===== src/rtl/clk_period_monitor.sv =====
// clk_period_monitor: receive-side checker for the divided clock.
// Samples div_clk in the clk domain, measures every half-period in clk cycles
// and reports lock, stall and a saturating out-of-tolerance count.
// Optional glitch filter on the synchronized level: macro GLITCH_FILTER_EN.
//
// state    | meaning
// IDLE     | after reset, waiting for the first edge (its phase is unknown)
// MEASURE  | counting consecutive in-tolerance half-periods toward lock
// LOCKED   | LOCK_CNT good half-periods seen, no bad one since
// UNLOCKED | a bad half-period was seen, counting good ones again
// STALLED  | no edge for TIMEOUT cycles
module clk_period_monitor #(
   parameter int CNT_W    = 32,
   parameter int EXPECTED = 1_579_995,
   parameter int TOL      = 16,
   parameter int LOCK_CNT = 3,
   parameter int TIMEOUT  = 4_000_000,
   parameter int FILT_LEN = 4
) (
   input  logic             clk,
   input  logic             rst_n,
   input  logic             div_clk,
   input  logic             clr,
   output logic [CNT_W-1:0] half_period,
   output logic             meas_valid,
   output logic             locked,
   output logic             stalled,
   output logic [7:0]       err_cnt
);

   typedef enum logic [2:0] {IDLE, MEASURE, LOCKED, UNLOCKED, STALLED} state_t;

   localparam int               GW      = $clog2(LOCK_CNT + 1);
   localparam logic [CNT_W:0]   TOL_LO  = (CNT_W+1)'(EXPECTED - TOL);
   localparam logic [CNT_W:0]   TOL_HI  = (CNT_W+1)'(EXPECTED + TOL);
   localparam logic [CNT_W-1:0] TMO     = CNT_W'(TIMEOUT);
   localparam logic [CNT_W-1:0] CNT_MAX = '1;

   generate
      if (TOL >= EXPECTED) begin : g_bad_tol
         $error("TOL must be smaller than EXPECTED");
      end
      if (FILT_LEN < 1) begin : g_bad_filt
         $error("FILT_LEN must be at least 1");
      end
   endgenerate

   state_t           state;
   logic             s1, s2, s3;
   logic             edge_det;
   logic             tmo;
   logic             in_tol;
   logic [CNT_W-1:0] cnt;
   logic [GW-1:0]    good_cnt;

`ifdef GLITCH_FILTER_EN
   localparam int FW = $clog2(FILT_LEN + 1);
   logic [FW-1:0] filt_cnt;

   // s3 only follows s2 once it has disagreed for FILT_LEN consecutive samples
   always_ff @(posedge clk or negedge rst_n) begin
      if (!rst_n) begin
         s1       <= 1'b0;
         s2       <= 1'b0;
         s3       <= 1'b0;
         filt_cnt <= '0;
      end else begin
         s1 <= div_clk;
         s2 <= s1;
         if (edge_det) begin
            s3       <= s2;
            filt_cnt <= '0;
         end else if (s2 != s3) begin
            filt_cnt <= filt_cnt + 1'b1;
         end else begin
            filt_cnt <= '0;
         end
      end
   end

   assign edge_det = (s2 != s3) && (filt_cnt == FW'(FILT_LEN));
`else
   // two-flop synchronizer followed by the level register used for edge detect
   always_ff @(posedge clk or negedge rst_n) begin
      if (!rst_n) begin
         s1 <= 1'b0;
         s2 <= 1'b0;
         s3 <= 1'b0;
      end else begin
         s1 <= div_clk;
         s2 <= s1;
         s3 <= s2;
      end
   end

   assign edge_det = s2 ^ s3;
`endif

   // an edge in the same cycle as the timeout compare wins
   assign tmo    = (cnt == TMO) && !edge_det;
   assign in_tol = ({1'b0, half_period} >= TOL_LO) && ({1'b0, half_period} <= TOL_HI);

   // cycles since the last edge, saturating
   always_ff @(posedge clk or negedge rst_n) begin
      if (!rst_n) begin
         cnt <= '0;
      end else if (edge_det) begin
         cnt <= '0;
      end else if (cnt != CNT_MAX) begin
         cnt <= cnt + 1'b1;
      end
   end

   // capture the finished half-period; cnt+1 because cnt restarts at 0 on the edge
   always_ff @(posedge clk or negedge rst_n) begin
      if (!rst_n) begin
         half_period <= '0;
         meas_valid  <= 1'b0;
      end else begin
         meas_valid <= 1'b0;
         if (edge_det && (state == MEASURE || state == LOCKED || state == UNLOCKED)) begin
            half_period <= (cnt == CNT_MAX) ? cnt : cnt + 1'b1;
            meas_valid  <= 1'b1;
         end
      end
   end

   // lock / stall tracking, judged on the cycle a new measurement is presented
   always_ff @(posedge clk or negedge rst_n) begin
      if (!rst_n) begin
         state    <= IDLE;
         good_cnt <= '0;
         locked   <= 1'b0;
         stalled  <= 1'b0;
      end else if (tmo) begin
         state    <= STALLED;
         good_cnt <= '0;
         locked   <= 1'b0;
         stalled  <= 1'b1;
      end else begin
         case (state)
            IDLE: begin
               if (edge_det) state <= MEASURE;
            end
            MEASURE, UNLOCKED: begin
               if (meas_valid) begin
                  if (!in_tol) begin
                     state    <= UNLOCKED;
                     good_cnt <= '0;
                  end else if (good_cnt == GW'(LOCK_CNT - 1)) begin
                     state    <= LOCKED;
                     good_cnt <= '0;
                     locked   <= 1'b1;
                  end else begin
                     good_cnt <= good_cnt + 1'b1;
                  end
               end
            end
            LOCKED: begin
               if (meas_valid && !in_tol) begin
                  state    <= UNLOCKED;
                  good_cnt <= '0;
                  locked   <= 1'b0;
               end
            end
            STALLED: begin
               if (edge_det) begin
                  state    <= MEASURE;
                  good_cnt <= '0;
                  stalled  <= 1'b0;
               end
            end
            default: begin
               state    <= IDLE;
               good_cnt <= '0;
               locked   <= 1'b0;
               stalled  <= 1'b0;
            end
         endcase
      end
   end

   // saturating bad-measurement count; clr beats a simultaneous increment
   always_ff @(posedge clk or negedge rst_n) begin
      if (!rst_n) begin
         err_cnt <= 8'd0;
      end else if (clr) begin
         err_cnt <= 8'd0;
      end else if (meas_valid && !in_tol && err_cnt != 8'hFF) begin
         err_cnt <= err_cnt + 8'd1;
      end
   end

endmodule


===== config.mk =====
export PLATFORM = sky130hd
export DESIGN_NAME = clk_period_monitor
export DESIGN_NICKNAME = d
export VERILOG_FILES = /design/src/rtl/clk_period_monitor.sv
export SDC_FILE = /design/constraint.sdc
export NUM_CORES = 1
export LEC_CHECK = 0
export ABC_AREA = 1
export CAP_MARGIN = 30
export CORE_MARGIN = 2
export CORE_UTILIZATION = 40
export DETAILED_ROUTE_END_ITERATION = 8
export PLACE_DENSITY = 0.71
export RECOVER_POWER = 25
export SLEW_MARGIN = 10
export SYNTH_ARGS = -nofsm -noshare
export SYNTH_HDL_FRONTEND = slang
export SYNTH_SLANG_ARGS = --single-unit

===== constraint.sdc =====
create_clock -name clk -period 4 [get_ports clk]
set_input_delay 0.8 -clock clk [delete_from_list [all_inputs] [get_ports clk]]
set_output_delay 0.8 -clock clk [all_outputs]
set_load 0.05 [all_outputs]

=== After elaboration in Yosys (flattened, before gate mapping) ===
Index checks and enable logic that the tools add are counted.

* Output and inout bits: 43
* Input bits: 4
* Bits in registers: 83
* Logic and storage cells: 84

* Reduce and logical (&&, ||, !) cells: 19
* Muxes and demuxes: 29
* Add/subtract/negate cells: 3
* $lt $le $gt $ge: 2
* Eq/ne operators: 19
* Bitwise logic cells: 1

{| class="wikitable"
|+ Operators by type and width
! operator !! count
|-
| 32-bit 2-to-1 mux || 3
|-
| 32-bit by 1-bit adder with 32-bit output (second input constant) || 1
|-
| 32-bit by 22-bit == test with 1-bit output (second input constant) || 1
|-
| 32-bit == test (second input constant) || 1
|-
| 32-bit by 21-bit >= comparator with 1-bit output (second input constant) || 1
|-
| 32-bit by 21-bit <= comparator with 1-bit output (second input constant) || 1
|-
| 32-bit inequality test (second input constant) || 1
|-
| 3-bit 2-to-1 mux || 6
|-
| 8-bit 2-to-1 mux || 2
|-
| 2-bit 2-to-1 mux || 6
|-
| 3-bit inequality test (second input constant) || 4
|-
| 3-bit one-hot mux with 3 select lines || 1
|-
| 8-bit by 1-bit adder with 8-bit output (second input constant) || 1
|-
| 1-bit 2-to-1 mux || 8
|-
| 8-bit inequality test (second input constant) || 1
|-
| 2-bit one-hot mux with 4 select lines || 1
|-
| 4-bit AND reduction || 2
|-
| 3-bit by 2-bit == test with 1-bit output (second input constant) || 2
|-
| 1-bit logical AND || 5
|-
| 5-bit AND reduction || 1
|-
| 2-bit by 1-bit inequality test with 1-bit output (second input constant) || 2
|-
| 4-bit inequality test (second input constant) || 1
|-
| 2-bit nonzero test || 2
|-
| 2-bit OR reduction || 2
|-
| 15 further kinds || 17
|}

=== Logic depth before layout (Yosys ltp) ===
* Depth in word-level cells: 7
* Mapped depth: 13
* Mapped depth without buffers: 13

=== Worst setup path before layout ===
OpenSTA, ideal clock, no wires.

* Kind: register to register
* Start: register err_cnt[1]
* End: register err_cnt[5]
* Path slack: 2.159 ns
* Data arrival time: 1.719 ns
* Library setup time: 0.123 ns
* Data required time: 3.877 ns
* Path buffers: 0
* Period minus slack after synthesis: 1.841 ns
* Stages on the path, launching flop included: 9
* Cells stage by stage: dfrtp_1 ha_1 nand2_1 nor2_1 nand3_1 nand2_1 nand2_1 nand4_1 o21ai_1

* Word-level cells in the longest chain between the ends: 3
* Elaborated cells between the ends (all ways): 6
* Classes of those cells: add/sub (1); eq/ne (1); mux (2); reduce/logical (2)

{| class="wikitable"
|+ RTL lines
! item !! line !! source
|-
| start: declaration || 28 || <nowiki>output logic [7:0] err_cnt</nowiki>
|-
| start signal: assignment || 190 || <nowiki>err_cnt <= err_cnt + 8'd1;</nowiki>
|-
| 8-bit by 1-bit adder with 8-bit output / 8-bit inequality test (equally long branches) || 190, 189 ||
|-
| 8-bit 2-to-1 mux / 1-bit logical AND (equally long branches) || 189 || <nowiki>end else if (meas_valid && !in_tol && err_cnt != 8'hFF) begin</nowiki>
|-
| 8-bit 2-to-1 mux / 2-bit nonzero test (equally long branches) || n/a ||
|}

Several ways; a longest one is shown, not always the timed one. The select of a mux whose other input is x is not followed.
A chain may end at the register's enable or synchronous reset.

==> qor.yml <==
synthesis:
  synth_seq_cells: 83
  synth_largest_area_cell: "dfrtp_1"
  netlist_instances: 586
  yosysTopAreaCellShare: 0.453
  synth.yosys.seq_area_share: 0.453
  syn_avg_cell_area_um2: 7.83
  syn_nets: 593
  yosys-top-cells-area: "dfrtp_1 (45%), nand2_1 (10%), nor2_1 (7.9%)"
  synth_cell_type_count: 34
  synth.yosys.warnings: 0
  syn_area_um2: 4590
cells_and_area:
  n_antenna_cell: 0
  regArea_um2: 2080
  syn_to_final_growth_pct: 18.1
  multiInputGateArea_um2: 2140
  fillers: 1094
  nets: 637
  drive_gt1_frac: 0.102
setup_path:
  crit_path_cell_trace: "clkbuf_1, clkbuf_2"
  r2r_slack_ns: 1.27
  cp-start-kind: "primary input"
  worstSetupStartpoint: "rst_n"
  critPathArrivalTime_ns: 2.93
  crit_path_end_kind: "asynchronous set/reset pin"
  cp_top_family: "buffers and inverters"
  path_max_fanout: 63
  max_stage_delay_ns: 1.26
  crit_type: "primary input to asynchronous set/reset pin"
  timing.rr.start: "s2$_DFF_PN0_"
  slowest_stage: "clkbuf_2"
  critical_path_cell_count: 2
  path_buf_inv: 2
  required_ns: 4.18
  rr_endpoint: "half_period[13]$_DFFE_PN0P_"
  critPathCapture: "s1$_DFF_PN0_"
  rr_worst_depth: 6
placement:
  dp_hpwl_mm: 8.67
  pre_cts_ws_ns: 1.24
  finalWeightedCongestion: 0.919
  io_buffer_count: 46
clocking:
  tritoncts: "built"
  holdBufCountCts: 0
  htree_levels: 3
  cts_buffers: 9
  worstSkewPairLatency_ns: 0.35
  clk_pin_slew_ns: 0.06
  cts_resized: 0
  clockRootBuffer: "clkbuf_16"
  cts_buffer_depth: 2
  cts_setup_buffers: 0
  cts.sinks: 83
timing:
  setup_tns_ns: 0
  rsz0062_at_grt: "no"
  slew_violations: 64
  max_slew.worst_pin.slew_ns: 1.54
  slew_headroom: -0.0258
  finalSetupViolCount: 0
  min_period_over_period: 0.687
  period_needed_ns: 2.75
  finalHoldViolCount: 0
  layout_setup_ws_ns: 1.25
  skew_ns: 0.00931
  fmax_mhz: 364
power_and_ir_drop:
  p_per_area_nw_per_um2: 564
  p_leak_nw: 2.34
  peakVddDrop_mv: 0.465
detailed_routing:
  drt_wl_total_mm: 11.6
  drt_iter0_drc: 265
  drt-wirelength-per-cell_um: 14.9
  drcViolationCount: 0
  vias: 3934
  first_pass_iters: 5
  ant_nets: 0
  via_per_inst: 5.06
floorplan:
  start_util: 0.405
  row_count: 39
  fp.dieH_um: 111
  coreArea_um2: 11300
  dieArea_um2: 12300
  die_x_um: 111
  ios: 47
global_route:
  antenna_found_initial: 0
  grt_pass1_wl_mm: 19.6
  grt_overflow: 0
  grt_max_degree: 64
  gr-usage-all-layers: 0.199
  grt_pass1_vias: 3927
job:
  maxCapViolations: 1
outcome:
  status: "finished, violations left"
  violations: "capacitance limit, slew limit"
hold_path:
  worst_hold_path_type: "flip-flop to flip-flop"
[through the flow]
stage | area [um2] | utilization | cells | power (mW) | hold WS (ns)
floorplan | 4590 | - | 586 | 1.89 | 0.331
global route | 5420 | 0.479 | 778 | 3.23 | 0.354
detailed placement | 5160 | 0.456 | 762 | 2.26 | 0.338
CTS | 5450 | 0.481 | 778 | 3.09 | 0.350
global placement | 5130 | 0.453 | 761 | 2.23 | 0.342
finish | 5420 | 0.479 | 778 | 3.06 | 0.348
[registers in the layout, indices dropped and copies added (netlist names)]
| register | flops |
|---|---|
| stalled | 1 |
| state | 3 |
| s2 | 1 |
| cnt | 32 |
| s1 | 1 |
| half_period | 32 |
| s3 | 1 |
| locked | 1 |
| good_cnt | 2 |
| meas_valid | 1 |
| err_cnt | 8 |
[logic make-up after synthesis]
family | Yosys count | share of synthesized area
buffers and inverters | 88 | 0.0810
adders and majority gates | 3 | 0.00818
xor gates and xnor gates | 27 | 0.0532
AOI/OAI and AO/OA | 71 | 0.0883
DFF | 83 | 0.453
and+or+nand+nor | 314 | 0.317
[worst min path at each step]
stage | depth (start not counted) | slack [ns] | end | startpoint
finish | 0 | 0.35 | s2$_DFF_PN0_ | s1$_DFF_PN0_
global route | 0 | 0.35 | s2$_DFF_PN0_ | s1$_DFF_PN0_
CTS | 1 | 0.35 | half_period[22]$_DFFE_PN0P_ | rst_n
detailed placement | 0 | 0.34 | s2$_DFF_PN0_ | s1$_DFF_PN0_
global placement | 0 | 0.34 | s2$_DFF_PN0_ | s1$_DFF_PN0_
floorplan | 0 | 0.33 | s2$_DFF_PN0_ | s1$_DFF_PN0_
[report_power, final]
group / switching (mW) / internal, mW / leakage (nW)
sequential: 0.137 / 0.977 / 1.10
clock: 0.331 / 0.484 / 0.137
combinational: 0.781 / 0.346 / 1.11
[cell usage after synthesis]
library cell,count
nand3_1,26
nor2_1,96
nand2_2,9
nand4_1,12
nor2_2,11
inv_1,64
xnor2_2,1
nor3b_1,1
ha_1,3
inv_2,10
o21ai_0,14
buf_6,3
nand3_4,1
nor3_4,2
o41ai_1,1
nor3_2,6
dfrtp_1,83
a31oi_1,23
buf_8,1
nor3_1,18
nor2_4,2
o21ai_2,4
a21oi_1,10
nor4_1,1
clkbuf_1,4
buf_2,6
nor2_8,1
o31ai_1,1
nand2_1,124
xnor2_1,4
nand2_4,1
xor2_1,22
o21ai_1,18
nand3_2,3
[routing by layer]
layer / GRT usage / share of wire
met5: 0 / 0
met4: 0.0650 / 0.021
met3: 0.0405 / 0.040
met2: 0.325 / 0.47
met1: 0.267 / 0.47
[cell type report]
| cell class | instances | area share |
|---|---|---|
| clock buffers | 12 | 0.0436 |
| inverters | 74 | 0.0512 |
| repair buffers | 47 | 0.0847 |
| clock inverters | 4 | 0.00946 |
| flip-flops and latches | 83 | 0.383 |
| multi-input cells | 415 | 0.395 |
| well taps | 143 | 0.0330 |
[cells in the final DEF (no fill, tap or decap), drive strengths merged, types with 12 or more instances in the layout]
cell type and instances:
nand4 12, o21ai 36, xor2 22, a31oi 23, dfrtp 83, clkbuf 14, nand3 30, inv 74
nor2 110, nand2 134, nor3 26, clkdlybuf4s50 44
(Power assumes the default switching activity.)
